<file path="config.mk">
export PLATFORM = sky130hd
export DESIGN_NAME = shift_counter_gen
export DESIGN_NICKNAME = d
export VERILOG_FILES = /design/src/rtl/shift_counter_gen.sv
export SDC_FILE = /design/constraint.sdc
export NUM_CORES = 1
export LEC_CHECK = 0
export CAP_MARGIN = 20
export CORE_ASPECT_RATIO = 1.2
export CORE_MARGIN = 5
export CORE_UTILIZATION = 30
export DETAILED_ROUTE_END_ITERATION = 8
export GPL_ROUTABILITY_DRIVEN = 0
export PLACE_DENSITY = 0.63
export SYNTH_ARGS = -nofsm -noshare
export SYNTH_HDL_FRONTEND = slang
export SYNTH_SLANG_ARGS = --single-unit
</file>
<file path="constraint.sdc">
create_clock -name clock_i -period 2.72 [get_ports clock_i]
set_input_delay 0.408 -clock clock_i [delete_from_list [all_inputs] [get_ports clock_i]]
set_output_delay 0.408 -clock clock_i [all_outputs]
set_load 0.01 [all_outputs]
</file>
<file path="src/rtl/shift_counter_gen.sv">
// Parametrised Johnson/ring shift counter with direction, enable, parallel load,
// illegal-state self-correction with a sticky error flag, and decoded index/terminal count.
module shift_counter_gen #(
  parameter  int WIDTH = 5,
  localparam int IW    = $clog2(2 * WIDTH)
) (
  input  logic             clock_i,
  input  logic             reset_i,
  input  logic             en_i,
  input  logic             mode_i,
  input  logic             dir_i,
  input  logic             load_i,
  input  logic [WIDTH-1:0] load_val_i,
  output logic [WIDTH-1:0] q_o,
  output logic [IW-1:0]    index_o,
  output logic             tc_o,
  output logic             err_o
);

  localparam logic [WIDTH-1:0] ONES = {WIDTH{1'b1}};
  localparam logic [WIDTH-1:0] ONE  = WIDTH'(1);

  logic [WIDTH-1:0] q_q, q_d;
  logic             err_q, err_d;
  logic             legal;
  logic [IW-1:0]    idx;
  logic [WIDTH-1:0] rst_val;
  logic [WIDTH-1:0] shifted;
  logic             fb;
  logic [IW-1:0]    last_idx;

  // Decode legality and sequence position; idx stays 0 for any illegal code.
  always_comb begin
    legal = 1'b0;
    idx   = '0;
    if (!mode_i) begin
      for (int k = 0; k <= WIDTH; k++) begin
        if (q_q == (ONES >> (WIDTH - k))) begin
          legal = 1'b1;
          idx   = IW'(k);
        end
      end
      for (int m = 1; m < WIDTH; m++) begin
        if (q_q == (ONES << m)) begin
          legal = 1'b1;
          idx   = IW'(WIDTH + m);
        end
      end
    end else begin
      for (int i = 0; i < WIDTH; i++) begin
        if (q_q == (ONE << i)) begin
          legal = 1'b1;
          idx   = IW'(i);
        end
      end
    end
  end

  always_comb begin
    rst_val = mode_i ? ONE : '0;
    if (!dir_i) begin
      fb      = mode_i ? q_q[WIDTH-1] : ~q_q[WIDTH-1];
      shifted = {q_q[WIDTH-2:0], fb};
    end else begin
      fb      = mode_i ? q_q[0] : ~q_q[0];
      shifted = {fb, q_q[WIDTH-1:1]};
    end
  end

  always_comb begin
    q_d   = q_q;
    err_d = err_q;
    if (load_i) begin
      q_d   = load_val_i;
      err_d = 1'b0;
    end else if (en_i) begin
      if (legal) begin
        q_d = shifted;
      end else begin
        q_d   = rst_val;
        err_d = 1'b1;
      end
    end
  end

  always_ff @(posedge clock_i) begin
    if (!reset_i) begin
      q_q   <= rst_val;
      err_q <= 1'b0;
    end else begin
      q_q   <= q_d;
      err_q <= err_d;
    end
  end

  assign last_idx = mode_i ? IW'(WIDTH - 1) : IW'(2 * WIDTH - 1);
  assign q_o      = q_q;
  assign err_o    = err_q;
  assign index_o  = idx;
  assign tc_o     = reset_i & ~load_i & en_i & legal &
                    (dir_i ? (idx == '0) : (idx == last_idx));

endmodule

</file>
# Word-level counts from Yosys, hierarchy flattened
# Cells that the tools add are included.
[word_totals] ff_bits=6 inputBits=11
[op_classes] eq_ne=14 mux=40 n_bitwise=9 n_reduce_logical=4
[ops] operator="two-way mux 4 bit" count=13
[ops] operator="equality test 5 bit, second input constant" count=5
[ops] operator="two-way mux 5 bit" count=5
[ops] operator="two-way mux 1 bit" count=22
[ops] operator="equality test 5 x 2 -> 1 bit, second input constant" count=2
[ops] operator="equality test 5 x 3 -> 1 bit, second input constant" count=2
[ops] operator="equality test 5 x 4 -> 1 bit, second input constant" count=2
[ops] operator="equality test 5 x 1 -> 1 bit, second input constant" count=1
[ops] operator="zero test 5 bit" count=1
[ops] operator="NOT 1 bit" count=5
[ops] operator="AND 1 bit" count=4
[ops] operator="equality test 4 bit" count=1
[ops] operator="zero test 4 bit" count=1
[ops] operator="!= test 3 x 1 -> 1 bit, second input constant" count=1
[ops] operator="AND reduction 2 bit" count=1
[ops] operator="OR reduction 2 bit" count=1

# Longest topological paths before layout
# Gate-level depths: netlist of the first run.
[depth] depth_word=16 depth_mapped=6 mapped_depth_nobuf=5

# Worst setup path after synthesis of the first run
# Ideal clock, no wire load.
[synth_path] path_type="register to output" from="register q_q[2] (netlist: q_o[2])" to="output tc_o" t_arrival_ps=1630 t_required_ps=2312 path_slack_ps=682 path_stages_with_launch=7 path_cell_list="edfxtp_1 buf_6 inv_2 or3_1 o21ai_1 o32ai_2 nor4_2"
[synth_between] elab_chain_len=14 word_cells_on_any_way=48
[synth_lines] item="start, declared" line="23" source="logic [WIDTH-1:0] q_q, q_d;"
[synth_lines] item="start signal, assigned" line="88" source="q_q <= rst_val;"
[synth_lines] item="start signal, assigned" line="91" source="q_q <= q_d;"
[synth_lines] item="equality test 5 x 1 -> 1 bit / zero test 5 bit (equally long branches)" line="38, 51"
[synth_lines] item="two-way mux 1 bit, on equally long branches" line="38, 51"
[synth_lines] item="two-way mux 4 bit / two-way mux 1 bit (equally long branches) (4 in series)" line="38" source="if (q_q == (ONES >> (WIDTH - k))) begin"
[synth_lines] item="two-way mux 4 bit / two-way mux 1 bit (equally long branches)" line="44, 38"
[synth_lines] item="two-way mux 4 bit / two-way mux 1 bit (equally long branches) (3 in series)" line="44" source="if (q_q == (ONES << m)) begin"
[synth_lines] item="two-way mux 4 bit / two-way mux 1 bit (equally long branches)" line="36, 44"
[synth_lines] item="equality test 4 bit, or another cell as far along" line="101" source="(dir_i ? (idx == '0) : (idx == last_idx));"
[synth_lines] item="two-way mux 1 bit / AND 1 bit (equally long branches)" line="101, 100"
[synth_lines] item="AND 1 bit *" line="100" source="assign tc_o = reset_i & ~load_i & en_i & legal &"
[synth_lines] item="end, declared" line="16" source="output logic tc_o,"
# Mark *: on every way between the ends. The rest lies on a longest branch, timed or not.

# Final worst setup path of the first run
[layout_path] from="register q_q[3] (netlist: q_o[3])" to="output index_o[1]"
[layout_between] elab_chain_len=10 word_cells_on_any_way=22
[layout_lines] item="equality test 5 x 2 -> 1 bit" line="38"
[layout_lines] item="two-way mux 4 bit (4 in series)" line="38"
[layout_lines] item="two-way mux 4 bit (4 in series)" line="44"
[layout_lines] item="two-way mux 4 bit *" line="36" source="if (!mode_i) begin"
[layout_lines] item="end, declared" line="15" source="output logic [IW-1:0] index_o,"
# Marked as above.

==> report_table.html, run 1 <==
<table>
<tr><th>Metric</th><th>Value</th></tr>
<tr><th colspan="2">Run status</th></tr>
<tr><td>Status</td><td>finished clean</td></tr>
<tr><th colspan="2">Route</th></tr>
<tr><td>Number of iterations in the first detailed-routing pass</td><td>5</td></tr>
<tr><td>Average detailed-routed wire length per instance</td><td>around 14 µm</td></tr>
<tr><td>Routed Antenna Nets</td><td>0</td></tr>
<tr><td>Total Routed Length</td><td>2210 µm</td></tr>
<tr><td>Vias per inst</td><td>between 5 and 6</td></tr>
<tr><td>1st-iter DRT viols</td><td>18</td></tr>
<tr><td>Count of vias placed by the detailed router</td><td>a little under 900</td></tr>
<tr><td># DRC</td><td>0</td></tr>
<tr><th colspan="2">Worst setup path</th></tr>
<tr><td>Data required time at the worst endpoint</td><td>around 2.3 ns</td></tr>
<tr><td>Buf+Inv Stages, Crit Path</td><td>3</td></tr>
<tr><td>Critical path capture point type</td><td>output pin</td></tr>
<tr><td>Cell at the slowest stage of the critical path</td><td>sky130_fd_sc_hd__clkdlybuf4s50_1</td></tr>
<tr><td>Worst Reg-to-Reg Cells</td><td>6</td></tr>
<tr><td>Worst path arrival time</td><td>about 2.2 ns</td></tr>
<tr><td>Biggest cell delay along the critical path</td><td>between 0.5 and 0.6 ns</td></tr>
<tr><td>Reg2Reg Setup Slack</td><td>around 0.84 ns</td></tr>
<tr><td>Startpoint Class</td><td>register</td></tr>
<tr><td>End of the worst register-to-register path</td><td>q_o[2]</td></tr>
<tr><td>Setup Crit Path Kind</td><td>reg2out</td></tr>
<tr><td>Critical Path Start</td><td>q_o[3]</td></tr>
<tr><td>Largest driver fanout on the critical path</td><td>6</td></tr>
<tr><td>R2r startpoint</td><td>q_o[3]</td></tr>
<tr><td>Worst path top cell family by delay</td><td>buffers and inverters</td></tr>
<tr><td>Crit path cell chain</td><td>inv_1 &gt; or3_1 &gt; buf_4 &gt; o22ai_2 &gt; clkdlybuf4s50_1</td></tr>
<tr><th colspan="2">Global route</th></tr>
<tr><td>Via count of the first global-routing pass</td><td>between 900 and 1,000</td></tr>
<tr><td>Initial antenna violation count</td><td>0</td></tr>
<tr><td>First-pass GRT wire length</td><td>~3800 µm</td></tr>
<tr><td>Global-route total usage across every layer</td><td>~14%</td></tr>
<tr><td>Pin count of the biggest net entering global routing</td><td>11</td></tr>
<tr><td>Gr ovfl total</td><td>0</td></tr>
<tr><th colspan="2">Power and ir drop</th></tr>
<tr><td>Portion of total power attributed to sequential cells</td><td>between 20% and 30%</td></tr>
<tr><td>Switch Pwr</td><td>~160 µW</td></tr>
<tr><td>Share of power burned in combinational logic</td><td>about half</td></tr>
<tr><td>Clk network pwr share</td><td>between 20% and 30%</td></tr>
<tr><td>Switching share of power</td><td>36.0%</td></tr>
<tr><td>Ratio of total power to cell area</td><td>391 nW/µm²</td></tr>
<tr><td>Leakage power</td><td>about 0.45 nW</td></tr>
<tr><td>Cell-internal power</td><td>278 µW</td></tr>
<tr><td>Design Power</td><td>between 400 and 500 µW</td></tr>
<tr><td>Peak supply drop</td><td>between 0.0002 and 0.0003 V</td></tr>
<tr><th colspan="2">Floorplanning</th></tr>
<tr><td>Die extent in y</td><td>between 60 and 70 µm</td></tr>
<tr><td>Die width</td><td>roughly 55 µm</td></tr>
<tr><td>Row cnt</td><td>19</td></tr>
<tr><td>Initial Utilization</td><td>31.4%</td></tr>
<tr><td>Core outline area</td><td>roughly 2300 µm²</td></tr>
<tr><td>Total die area</td><td>3500 µm²</td></tr>
<tr><td>Number of primary I/O pins</td><td>22</td></tr>
<tr><th colspan="2">Synthesis</th></tr>
<tr><td>Register area share after synthesis</td><td>between 20% and 30%</td></tr>
<tr><td>Mean cell area of the mapped netlist</td><td>around 8 µm²</td></tr>
<tr><td>Most used DFF post-synth</td><td>sky130_fd_sc_hd__edfxtp_1</td></tr>
<tr><td>Area fraction of the dominant cell type after synthesis</td><td>approximately a fifth</td></tr>
<tr><td>Seq cells post-synth</td><td>6</td></tr>
<tr><td>Ys async rst share</td><td>0%</td></tr>
<tr><td>Number of nets produced by synthesis</td><td>between 100 and 150</td></tr>
<tr><td>Library cell with the largest summed area after synthesis</td><td>sky130_fd_sc_hd__edfxtp_1</td></tr>
<tr><td>Top post-synthesis cells by area</td><td>sky130_fd_sc_hd__edfxtp_1 21%, sky130_fd_sc_hd__mux2i_1 5.5%, sky130_fd_sc_hd__nand2b_1 4.3%</td></tr>
<tr><td>Number of enable flip-flop cells after synthesis</td><td>5</td></tr>
<tr><td>Syn. warnings</td><td>0</td></tr>
<tr><td>Number of distinct standard cells referenced by the synthesized netlist</td><td>38</td></tr>
<tr><td>Mapped cell area</td><td>724 µm²</td></tr>
<tr><td>Post-Synthesis Cells</td><td>93</td></tr>
<tr><th colspan="2">Clocking</th></tr>
<tr><td>CTS tree</td><td>yes</td></tr>
<tr><td>H-tree levels</td><td>1</td></tr>
<tr><td>Number of sinks on the clock net</td><td>6</td></tr>
<tr><td>Clock root buffer master</td><td>sky130_fd_sc_hd__clkbuf_4</td></tr>
<tr><td>CTS clock-pin slew for the worst setup and hold paths</td><td>roughly 0.050 ns</td></tr>
<tr><td>Worst skew pair latency</td><td>0.25 ns</td></tr>
<tr><td>Cts-stage hold buffer count</td><td>0</td></tr>
<tr><td>Clock Path Buffers</td><td>2</td></tr>
<tr><td>TritonCTS buffer count</td><td>3</td></tr>
<tr><th colspan="2">STA</th></tr>
<tr><td>Unrepaired setup endpoints after global routing</td><td>no</td></tr>
<tr><td>Setup Viol. Count Final</td><td>0</td></tr>
<tr><td>Crit share post-route</td><td>between 90% and 100%</td></tr>
<tr><td>Worst slew pin tran</td><td>0.340 ns</td></tr>
<tr><td>Achievable Freq</td><td>between 300 and 400 MHz</td></tr>
<tr><td>Worst setup skew after layout</td><td>0.000752 ns</td></tr>
<tr><td>Worst setup margin</td><td>between 0.1 and 0.15 ns</td></tr>
<tr><td>Count of final max-slew check failures</td><td>0</td></tr>
<tr><td>Minimum clock period</td><td>2.61 ns</td></tr>
<tr><td>Headroom to the max-slew limit</td><td>between 70% and 80%</td></tr>
<tr><td>Fin. Hold Viols</td><td>0</td></tr>
<tr><th colspan="2">Hold path</th></tr>
<tr><td>Hold Crit Depth</td><td>1</td></tr>
<tr><td>Type of the worst min-delay path</td><td>reg2reg</td></tr>
<tr><td>WHS Endpoint</td><td>err_o</td></tr>
<tr><td>Hold path start</td><td>err_o</td></tr>
<tr><th colspan="2">Placed design</th></tr>
<tr><td>Total of buffers placed on input and output ports</td><td>21</td></tr>
<tr><td>Detailed Place HPWL</td><td>between 1500 and 2000 µm</td></tr>
<tr><td>Placement-stage worst setup slack</td><td>-0.108 ns</td></tr>
<tr><th colspan="2">Layout</th></tr>
<tr><td>Share of post-route cells with drive strength above 1</td><td>20.8%</td></tr>
<tr><td>Area growth syn-to-layout</td><td>53.5%</td></tr>
<tr><td>N_diodes</td><td>0</td></tr>
<tr><td>Filler instances</td><td>between 200 and 300</td></tr>
<tr><td># nets final</td><td>142</td></tr>
<tr><th colspan="2">Job</th></tr>
<tr><td>Max-cap violation count</td><td>0</td></tr>
</table>
-- routing by layer --
layer / share of wire, % / track usage, % / up-vias / routed length [µm]
li1: - / - / 432 / -
met1: 43 / 16.4 / 404 / 939
met2: 52 / 24.6 / 27 / 1150
met3: 4.7 / 1.16 / 2 / 103
met4: 0.73 / 4.67 / 0 / 16
met5: 0 / 0 / - / 0
-- worst max-delay path by stage --
| stage | depth (start not counted) | slack [ns] | endpoint |
|---|---|---|---|
| after detailed placement | 7 | -0.11 | tc_o |
| after global placement | 7 | -0.13 | tc_o |
| after CTS | 5 | 0.004 | index_o[1] |
| after floorplan | 6 | 0.68 | tc_o |
| after global routing | 5 | 0.001 | index_o[1] |
| final | 5 | 0.11 | index_o[1] |
-- state kept, by name, indices dropped and copies added, names as in the netlist --
register  cells
err_o         1
q_o           5
-- timing repair --
| item | in CTS | in global routing |
|---|---|---|
| endpoints found under the setup margin | 2 | 2 |
| setup buffers | 1 | 1 |
| resized for setup | 2 | 2 |
-- kinds of logic after synthesis --
| kind of cell | after synthesis | share of synthesized area (%) |
|---|---|---|
| xor gates and xnor gates | 2 | 2.42 |
| and+or+nand+nor | 36 | 26.9 |
| buffers and inverters | 11 | 7.08 |
| muxes | 4 | 5.53 |
| AOI/OAI and AO/OA | 34 | 34.5 |
| DFF | 6 | 23.5 |
-- power by group through the flow --
stage	registers (mW)	clock network, mW	logic, mW
final	0.123	0.0922	0.219
after global routing	0.125	0.102	0.240
after CTS	0.123	0.0945	0.216
after detailed placement	0.126	0	0.213
after global placement	0.126	0	0.212
after floorplan	0.125	0	0.116
-- per-stage QoR --
step	util [%]	cells	setup TNS, ns	cell area, µm²	hold slack [ns]
final	48.2	161	0	1110	0.496
after global routing	48.2	161	0	1110	0.528
after CTS	47.5	160	0	1100	0.494
after detailed placement	46.2	155	-0.161	1060	0.471
after global placement	46.2	155	-0.195	1060	0.471
after floorplan	-	93	0	724	0.522
-- cell usage after synthesis (all sizes together), types with 2 or more instances --
| library cell | count |
|---|---|
| clkbuf | 4 |
| a31oi | 2 |
| o21ai | 6 |
| or3 | 2 |
| nor2 | 5 |
| o31ai | 4 |
| o32a | 2 |
| nor3 | 3 |
| a21oi | 6 |
| xor2 | 2 |
| inv | 4 |
| nor2b | 5 |
| a22o | 2 |
| buf | 3 |
| edfxtp | 5 |
| mux2i | 4 |
| nand2b | 5 |
| o221ai | 2 |
| nand2 | 6 |
| o22ai | 2 |
| nand3 | 5 |
-- cell type report --
type                            count  area [µm²]  share of cell area, %
Multi-Input combinational cell     76         509                   45.8
Timing Repair Buffer               40         353                   31.7
Sequential cell                     6         170                   15.3
Tap cell                           31        38.8                   3.49
Clock buffer                        4        26.3                   2.36
Inverter                            4        15.0                   1.35
-- layout by cell type (no fill, tap or decap), drive strengths merged, types with 4 or more instances in the layout --
master and count:
o31ai 4, mux2i 4, nand2 6, clkbuf 4, edfxtp 5, nor2b 5
a21oi 6, o21ai 6, nand2b 5, buf 19, clkdlybuf4s50 18, nand3 5
inv 4, nor2 5
(Power assumes the default switching activity.)
==> run 2: changes to the inputs <==
SKIP_CTS_REPAIR_TIMING = 1   (was default)
==> report_table.html, run 2 (synthesis results as in run 1) <==
<table>
<tr><th>Metric</th><th>Value</th></tr>
<tr><th colspan="2">STA</th></tr>
<tr><td>Worst setup skew after layout</td><td>0.000858 ns (+0.000107 ns)</td></tr>
<tr><td>Minimum clock period</td><td>2.63 ns (+0.0264 ns)</td></tr>
<tr><td>Worst slew pin tran</td><td>0.361 ns (+0.0208 ns)</td></tr>
<tr><td>Count of final max-slew check failures</td><td>0 (unchanged)</td></tr>
<tr><td>Headroom to the max-slew limit</td><td>75.3% (-1.4 points)</td></tr>
<tr><td>Achievable Freq</td><td>380 MHz (-1.0%)</td></tr>
<tr><td>Fin. Hold Viols</td><td>0 (unchanged)</td></tr>
<tr><td>Worst setup margin</td><td>0.0875 ns (-0.0264 ns)</td></tr>
<tr><td>Final setup TNS</td><td>0 ns (unchanged)</td></tr>
<tr><td>Setup Viol. Count Final</td><td>0 (unchanged)</td></tr>
<tr><td>Crit share post-route</td><td>96.8% (+0.97 points)</td></tr>
<tr><th colspan="2">Global route</th></tr>
<tr><td>Gr ovfl total</td><td>0 (unchanged)</td></tr>
<tr><td>Via count of the first global-routing pass</td><td>893 (-1.4%)</td></tr>
<tr><td>Global-route total usage across every layer</td><td>13.7% (-0.046 points)</td></tr>
<tr><td>Pin count of the biggest net entering global routing</td><td>11 (unchanged)</td></tr>
<tr><td>Initial antenna violation count</td><td>0 (unchanged)</td></tr>
<tr><td>First-pass GRT wire length</td><td>3820 µm (-0.18%)</td></tr>
<tr><th colspan="2">Worst setup path</th></tr>
<tr><td>End of the worst register-to-register path</td><td>q_o[2]</td></tr>
<tr><td>Worst Reg-to-Reg Cells</td><td>6 (unchanged)</td></tr>
<tr><td>Worst path arrival time</td><td>2.22 ns (+0.02 ns)</td></tr>
<tr><td>Instance count on the critical path</td><td>5 (unchanged)</td></tr>
<tr><td>R2r startpoint</td><td>q_o[2]</td></tr>
<tr><td>Critical path capture point type</td><td>output pin</td></tr>
<tr><td>Biggest cell delay along the critical path</td><td>0.58 ns (about the same)</td></tr>
<tr><td>Largest driver fanout on the critical path</td><td>7 (+1)</td></tr>
<tr><td>Buf+Inv Stages, Crit Path</td><td>3 (unchanged)</td></tr>
<tr><td>Worst path top cell family by delay</td><td>buffers and inverters</td></tr>
<tr><td>Reg2Reg Setup Slack</td><td>0.82 ns (-0.02 ns)</td></tr>
<tr><td>Crit path cell chain</td><td>inv_1 &gt; or3_1 &gt; buf_4 &gt; o22ai_2 &gt; clkdlybuf4s50_1</td></tr>
<tr><td>Data required time at the worst endpoint</td><td>2.31 ns (about the same)</td></tr>
<tr><td>Setup Crit Path Kind</td><td>reg2out</td></tr>
<tr><td>Cell at the slowest stage of the critical path</td><td>sky130_fd_sc_hd__clkdlybuf4s50_1</td></tr>
<tr><td>Startpoint Class</td><td>register</td></tr>
<tr><th colspan="2">Layout</th></tr>
<tr><td>N_diodes</td><td>0 (unchanged)</td></tr>
<tr><td>Final standard cell utilization of the core</td><td>48.6% (+0.33 points)</td></tr>
<tr><td>Cell Count, Final, Fillers Out</td><td>161 (unchanged)</td></tr>
<tr><td>Most frequent standard cell in the layout excluding fill and tap cells</td><td>sky130_fd_sc_hd__buf_4</td></tr>
<tr><td>Filler instances</td><td>258 (unchanged)</td></tr>
<tr><td>Share of post-route cells with drive strength above 1</td><td>20.8% (unchanged)</td></tr>
<tr><td>Flip-flop count of the largest register after layout</td><td>5 (unchanged)</td></tr>
<tr><td>Most frequent cells in the layout</td><td>19 x sky130_fd_sc_hd__buf_4, 18 x sky130_fd_sc_hd__clkdlybuf4s50_1, 6 x sky130_fd_sc_hd__nand2_1, 6 x sky130_fd_sc_hd__a21oi_1</td></tr>
<tr><td># nets final</td><td>142 (unchanged)</td></tr>
<tr><td>Area growth syn-to-layout</td><td>54.6%</td></tr>
<tr><th colspan="2">Power and ir drop</th></tr>
<tr><td>Share of power burned in combinational logic</td><td>50.6% (+0.2 points)</td></tr>
<tr><td>Leakage power</td><td>0.470 nW (+4.8%)</td></tr>
<tr><td>Switch Pwr</td><td>158 µW (+0.73%)</td></tr>
<tr><td>Switching share of power</td><td>36.2% (+0.12 points)</td></tr>
<tr><td>Portion of total power attributed to sequential cells</td><td>28.3% (about the same)</td></tr>
<tr><td>Peak supply drop</td><td>0.000262 V (+1.6%)</td></tr>
<tr><td>Design Power</td><td>437 µW (+0.40%)</td></tr>
<tr><td>Ratio of total power to cell area</td><td>390 nW/µm² (-0.27%)</td></tr>
<tr><td>Cell-internal power</td><td>279 µW (+0.21%)</td></tr>
<tr><td>Clk network pwr share</td><td>21.1% (about the same)</td></tr>
<tr><th colspan="2">Placed design</th></tr>
<tr><td>Total of buffers placed on input and output ports</td><td>21 (unchanged)</td></tr>
<tr><td>Detailed Place HPWL</td><td>1770 µm (unchanged)</td></tr>
<tr><td>Number of instances in the placed design</td><td>155 (unchanged)</td></tr>
<tr><td>Placement-stage worst setup slack</td><td>-0.108 ns (unchanged)</td></tr>
<tr><th colspan="2">Job</th></tr>
<tr><td>Max-cap violation count</td><td>0 (unchanged)</td></tr>
<tr><th colspan="2">Clocking</th></tr>
<tr><td>Clock root buffer master</td><td>sky130_fd_sc_hd__clkbuf_4</td></tr>
<tr><td>Number of sinks on the clock net</td><td>6 (unchanged)</td></tr>
<tr><td>H-tree levels</td><td>1 (unchanged)</td></tr>
<tr><td>CTS tree</td><td>yes</td></tr>
<tr><td>TritonCTS buffer count</td><td>3 (unchanged)</td></tr>
<tr><td>Clock Path Buffers</td><td>2 (unchanged)</td></tr>
<tr><td>Worst skew pair latency</td><td>0.25 ns (about the same)</td></tr>
<tr><td>CTS clock-pin slew for the worst setup and hold paths</td><td>0.05 ns (about the same)</td></tr>
<tr><th colspan="2">Floorplanning</th></tr>
<tr><td>Number of primary I/O pins</td><td>22 (unchanged)</td></tr>
<tr><td>Die extent in y</td><td>63.8 µm (unchanged)</td></tr>
<tr><td>Initial Utilization</td><td>31.4% (unchanged)</td></tr>
<tr><td>Die width</td><td>54.9 µm (unchanged)</td></tr>
<tr><td>Row cnt</td><td>19 (unchanged)</td></tr>
<tr><td>Total die area</td><td>3500 µm² (unchanged)</td></tr>
<tr><td>Core outline area</td><td>2310 µm² (unchanged)</td></tr>
<tr><th colspan="2">Route</th></tr>
<tr><td>Number of iterations in the first detailed-routing pass</td><td>4 (-1)</td></tr>
<tr><td>Average detailed-routed wire length per instance</td><td>13.9 µm (+1.4%)</td></tr>
<tr><td>Total Routed Length</td><td>2240 µm (+1.4%)</td></tr>
<tr><td>Routed Antenna Nets</td><td>0 (unchanged)</td></tr>
<tr><td># DRC</td><td>0 (unchanged)</td></tr>
<tr><td>Count of vias placed by the detailed router</td><td>871 (+0.69%)</td></tr>
<tr><td>Vias per inst</td><td>5.41 (+0.69%)</td></tr>
<tr><td>1st-iter DRT viols</td><td>36 (+18)</td></tr>
<tr><th colspan="2">Hold path</th></tr>
<tr><td>Hold path start</td><td>err_o</td></tr>
<tr><td>Type of the worst min-delay path</td><td>reg2reg</td></tr>
<tr><td>Hold Crit Depth</td><td>1 (unchanged)</td></tr>
<tr><td>WHS Endpoint</td><td>err_o</td></tr>
<tr><th colspan="2">Run status</th></tr>
<tr><td>Status</td><td>finished clean</td></tr>
</table>
==> run 2: cell count changes in the layout (fill, tap and decap cells not counted) <==
cell,change
sky130_fd_sc_hd__dlygate4sd2_1,-2
sky130_fd_sc_hd__dlymetal6s2s_1,+2
==> run 2: routing by layer <==
layer / wire length [µm] / global-route usage [%] / vias to the layer above
met5: 0 / 0 / -
met4: 34 / 4.36 / 0
met3: 113 / 1.16 / 4
met2: 1140 / 24.4 / 30
met1: 943 / 16.5 / 404
li1: - / - / 433
==> run 2: worst max path at each step <==
stage                     startpoint         end
after floorplan               q_o[2]        tc_o
after global placement        mode_i        tc_o
after detailed placement      mode_i        tc_o
after CTS                     mode_i        tc_o
after global routing          q_o[3]  index_o[1]
final                         q_o[3]  index_o[1]
==> run 2: power groups by stage <==
stage          Combinational [mW]  Clock, mW  Sequential [mW]
3_5_place_dp                0.213          0            0.126
2_1_floorplan               0.116          0            0.125
6_report                    0.221     0.0921            0.124
4_1_cts                     0.214     0.0945            0.124
3_3_place_gp                0.212          0            0.126
5_1_grt                     0.241      0.102            0.125
==> run 2: stage by stage <==
step	instance area [µm²]	hold WS [ns]
finish	1120	0.496
global route	1120	0.528
CTS	1090	0.494
detailed placement	1060	0.471
global placement	1060	0.471
floorplan	724	0.522
==> run 2: worst reg2reg max path, cell delays in order (launching register included) <==
cell and delay, ns:
sky130_fd_sc_hd__edfxtp_1 0.50, sky130_fd_sc_hd__xor2_1 0.24, sky130_fd_sc_hd__a21oi_1 0.10, sky130_fd_sc_hd__a311oi_2 0.30
sky130_fd_sc_hd__o32ai_2 0.15, sky130_fd_sc_hd__buf_4 0.17, sky130_fd_sc_hd__o31ai_1 0.26
==> run 2: area by class of cell <==
cell class | count | area (µm²) | share of cell area, %
Tap cell | 31 | 38.8 | 3.46
Multi-Input combinational cell | 76 | 509 | 45.5
Clock buffer | 4 | 26.3 | 2.35
Sequential cell | 6 | 170 | 15.2
Timing Repair Buffer | 40 | 360 | 32.2
Inverter | 4 | 15.0 | 1.34
==> RTL change 1, RTL diff (settings of run 1) <==
`WIDTH`: 5 -> 10.
--- a/src/rtl/shift_counter_gen.sv
+++ b/src/rtl/shift_counter_gen.sv
@@ -3,3 +3,3 @@
 module shift_counter_gen #(
-  parameter  int WIDTH = 5,
+  parameter  int WIDTH = 10,
   localparam int IW    = $clog2(2 * WIDTH)
Ports: changed (resized index_o, load_val_i and q_o); port bits go from 22 to 33. No check against the original RTL was run, so the function may have changed too.
==> RTL change 1 against run 1 <==
The flow now finishes with violations (negative setup slack). Combinational power increased by 92%. Sequential cell count up 5. Die area increased by 77%. Sequential power is 76% higher. Synthesized area is 96% higher. Wire length rose by 110%. Final area increased by 100%. Total power increased by 85%. First-iteration DRC count increased to 9.8 times the old value. Clock power rose by 82%. Setup slack got worse by 0.24 ns. Critical path type unchanged. Largest cell class unchanged. Highest routed layer unchanged.
==> RTL change 1: results <==
group,metric,value,unit
synth,yosysSeqAreaShare,22.6,%
synth,synth-edff-count,10,
grt,grt_pass1_wl,7530,um
sta,tns,-0.122,ns
detailed_routing,viasPerCell,5.36,
clock_network,cts_resized,16,
worst_hold_path,hold_depth,2,
worst_setup_path,r2r_end,"q_o[3]$_SDFFCE_PN0P_",
worst_setup_path,critPathTopFamily,"simple AND/OR/NAND/NOR gates",
layout,layout-drive-gt1-share,34.7,%
worst_setup_path,r2r_slack,0.41,ns
worst_setup_path,critPathArrivalTime,2.43,ns
sta,setup_viol,1,
synth,ys_types,52,
layout,final_nets,276,
detailed_routing,wire_per_inst,14.6,um
clock_network,cts_setup_buffers,10,
status,outcome,"finished with violations",
placement,dp.cells,301,
synth,synth_commonest_cells,"20 x nand2_1, 14 x nor2_1, 11 x o21ai_1, 10 x edfxtp_1, 10 x mux2i_1",
power,p_leak,0.955,nW
placement,dpl.hpwl,3570,um
layout,fillCellCount,464,
grt,grt_usage,15.0,%
detailed_routing,firstDrtPassIters,4,
grt,met3_usage,2.25,%
synth,syn-num-nets,194,
clock_network,root_buffer,"clkbuf_8",
worst_setup_path,cpMaxStageDelayCell,"or4_4",
detailed_routing,wl_met1,1870,um
grt,grtUsageMet2,27.4,%
power,switching_share,34.8,%
synth,syn_inst,178,
placement,placed_area,2060,um2
sta,hold_ws,0.469,ns
worst_setup_path,worstRegToRegCells,9,
synth,post_synth_main_area_contributors,"edfxtp_1 21%, mux2i_1 7.1%, nand2_1 5.3%",
grt,grt_start_max_net_pins,16,
detailed_routing,wl_met2,2400,um
status,violations,"negative setup slack",
detailed_routing,num_vias,1700,
sta,final.setup.worst_slack,-0.122,ns
grt,met1_usage,17.5,%
detailed_routing,wl_met3,281,um
synth,synth_mux_area_share,7.07,%
[RTL change 1: cell types whose count changed in the layout (fill, tap and decap cells not counted), sizes merged, moves of 6 or more]
cell | before | now
o21ai | 6 | 17
nand2 | 6 | 21
mux2i | 4 | 10
clkdlybuf4s50 | 18 | 26
nor2 | 5 | 14
buf | 19 | 64
[RTL change 1: area by class of cell]
type                       instances  area (um2)  share of cell area, %
clock inverter                     1        5.00                  0.224
tap                               58        72.6                   3.24
multi-input combinational        146        1010                   45.1
clock buffer                       3        41.3                   1.84
sequential                        11         320                   14.3
inverter                           4        15.0                  0.671
timing repair buffer              94         774                   34.6
[RTL change 1: worst max-delay path by stage]
stage / from / end / slack (ns) / depth (start not counted)
global route: q_o[1]$_SDFFCE_PN0P_ / tc_o / -0.24 / 9
detailed placement: q_o[3]$_SDFFCE_PN0P_ / tc_o / -0.32 / 8
finish: q_o[1]$_SDFFCE_PN0P_ / tc_o / -0.12 / 9
global placement: q_o[2]$_SDFFCE_PN0P_ / tc_o / -0.26 / 8
CTS: q_o[1]$_SDFFCE_PN0P_ / tc_o / -0.16 / 9
floorplan: q_o[1]$_SDFFCE_PN0P_ / tc_o / 0.12 / 8
[RTL change 1: cells by family after synthesis]
kind of cell              count (synthesis)
DFF                                      11
muxes                                    10
xor gates and xnor gates                  6
AOI/OAI and AO/OA                        52
buffers and inverters                    21
and+or+nand+nor                          78
[RTL change 1: power by group through the flow]
stage | logic [mW] | clock network (mW) | registers [mW]
6_report | 0.420 | 0.168 | 0.217
3_3_place_gp | 0.380 | 0 | 0.221
2_1_floorplan | 0.190 | 0 | 0.231
3_5_place_dp | 0.380 | 0 | 0.222
4_1_cts | 0.405 | 0.172 | 0.216
5_1_grt | 0.456 | 0.179 | 0.218
==> RTL change 2, RTL diff (config.mk and constraints of run 1) <==
Without the edit above. Add an input register stage for `en_i`, `mode_i`, `dir_i`, `load_i` and `load_val_i`, without a reset; this delays them by one clock.
--- a/src/rtl/shift_counter_gen.sv
+++ b/src/rtl/shift_counter_gen.sv
@@ -22,2 +22,16 @@
 
+  logic en_q;
+  logic mode_q;
+  logic dir_q;
+  logic load_q;
+  logic [WIDTH-1:0] load_val_q;
+
+  always_ff @(posedge clock_i) begin
+    en_q       <= en_i;
+    mode_q     <= mode_i;
+    dir_q      <= dir_i;
+    load_q     <= load_i;
+    load_val_q <= load_val_i;
+  end
+
   logic [WIDTH-1:0] q_q, q_d;
@@ -35,3 +49,3 @@
     idx   = '0;
-    if (!mode_i) begin
+    if (!mode_q) begin
       for (int k = 0; k <= WIDTH; k++) begin
@@ -59,8 +73,8 @@
   always_comb begin
-    rst_val = mode_i ? ONE : '0;
-    if (!dir_i) begin
-      fb      = mode_i ? q_q[WIDTH-1] : ~q_q[WIDTH-1];
+    rst_val = mode_q ? ONE : '0;
+    if (!dir_q) begin
+      fb      = mode_q ? q_q[WIDTH-1] : ~q_q[WIDTH-1];
       shifted = {q_q[WIDTH-2:0], fb};
     end else begin
-      fb      = mode_i ? q_q[0] : ~q_q[0];
+      fb      = mode_q ? q_q[0] : ~q_q[0];
       shifted = {fb, q_q[WIDTH-1:1]};
@@ -72,6 +86,6 @@
     err_d = err_q;
-    if (load_i) begin
-      q_d   = load_val_i;
+    if (load_q) begin
+      q_d   = load_val_q;
       err_d = 1'b0;
-    end else if (en_i) begin
+    end else if (en_q) begin
       if (legal) begin
@@ -95,3 +109,3 @@
 
-  assign last_idx = mode_i ? IW'(WIDTH - 1) : IW'(2 * WIDTH - 1);
+  assign last_idx = mode_q ? IW'(WIDTH - 1) : IW'(2 * WIDTH - 1);
   assign q_o      = q_q;
@@ -99,4 +113,4 @@
   assign index_o  = idx;
-  assign tc_o     = reset_i & ~load_i & en_i & legal &
-                    (dir_i ? (idx == '0) : (idx == last_idx));
+  assign tc_o     = reset_i & ~load_q & en_q & legal &
+                    (dir_q ? (idx == '0) : (idx == last_idx));
 
Check against the original RTL: not equivalent (Yosys sat finds a counterexample within 4 cycles, from zero or initial values).
==> RTL change 2 against run 1 <==
Final area increased by 19%. Cell count increased by 8.1%. Non-clock buffer count decreased by 1. Total power increased by 43%. Global-route usage decreased by 2.1 points. Synthesized area increased by 32%. Sequential cell count increased by 9. Via count increased by 9.7%. Sequential power increased by 120%. Wire length increased by 14%. Setup slack got worse by 0.048 ns. Synthesized cell count increased by 15%. Highest routed layer unchanged.
==> RTL change 2: results <==
group,metric,value,unit
status,outcome,"finished clean",
synth,yosysSeqAreaShare,36.7,%
sta,min_period,2.65,ns
worst_setup_path,r2r_slack,0.54,ns
power,ir_worst_vdd,350,uV
worst_setup_path,slowest_delay,0.55,ns
worst_hold_path,hold_depth,2,
grt,met1_usage,15.0,%
power,p_leak,0.507,nW
worst_setup_path,endpoint,"index_o[0]",
worst_setup_path,critPathArrivalTime,2.25,ns
power,seq-power,0.265,mW
sta,worst_pin_slew,0.333,ns
worst_setup_path,cp_max_fo,9,
placement,dpl.hpwl,1910,um
layout,layout-drive-gt1-share,23.2,%
clock_network,clkTransAtPathRegs,0.08,ns
worst_setup_path,worstRegToRegCells,7,
power,intPower,0.431,mW
worst_setup_path,crit_start,"q_o[1]$_SDFFCE_PN0P_",
grt,grtUsageMet2,18.7,%
grt,grt_start_max_net_pins,21,
synth,syn-num-nets,118,
clock_network,cts_resized,4,
worst_setup_path,critPathTopFamily,"buffers and inverters",
detailed_routing,wl_met1,1060,um
sta,skew,0.00174,ns
detailed_routing,drt_iter0_drc,23,
clock_network,htree_num_levels,1,
placement,port-buffer-count,21,
worst_hold_path,min_to,"err_o$_SDFFE_PP0P_",
grt,grt_usage,11.7,%
grt,grt_pass1_wl,4020,um
synth,ys_types,45,
clock_network,clk_latency,0.27,ns
placement,dp.cells,165,
synth,syn_inst,107,
synth,dominantRegCellSynth,"dfxtp_1",
power,p_comb,0.237,mW
detailed_routing,wl_met2,1250,um
detailed_routing,wl_met3,142,um
clock_network,cts_buffer_depth,2,
placement,dp_slack,0.0419,ns
sta,hold_ws,0.471,ns
layout,final_nets,150,
grt,met3_usage,0.901,%
worst_hold_path,min_from,"err_o$_SDFFE_PP0P_",
placement,placed_area,1240,um2
detailed_routing,wirelength,2520,um
detailed_routing,viasPerCell,5.45,
synth,post_synth_main_area_contributors,"dfxtp_1 21%, edfxtp_1 16%, a32o_1 5.2%",
synth,synth_commonest_cells,"10 x dfxtp_1, 8 x nand2_1, 6 x nor3_1, 6 x o21ai_0",
detailed_routing,firstDrtPassIters,4,
detailed_routing,num_vias,949,
-- RTL change 2: cell types whose count changed after synthesis, moves of 3 or more --
cell,change
a32o_1,+5
dfxtp_1,+9
mux2i_1,-4
nand3_1,-4
nor3_1,+3
o31ai_1,-3
-- RTL change 2: logic make-up after synthesis --
family | synth area share (%)
AOI/OAI and AO/OA | 24.3
xor gates and xnor gates | 1.84
buffers and inverters | 9.83
DFF | 36.7
muxes | 1.18
and+or+nand+nor | 26.2
-- RTL change 2: stage by stage --
stage | power (mW) | utilization, %
after floorplan | 0.400 | -
after global placement | 0.484 | 40.6
after detailed placement | 0.486 | 40.6
after CTS | 0.614 | 42.1
after global routing | 0.658 | 43.4
final | 0.620 | 43.4
-- RTL change 2: cell type report --
type / instances / area (um2)
repair buffers: 39 / 355
well taps: 36 / 45.0
clock buffers: 3 / 22.5
inverters: 4 / 15.0
clock inverters: 1 / 5.00
flip-flops and latches: 15 / 350
multi-input cells: 76 / 534
fillers: 285 / 1730
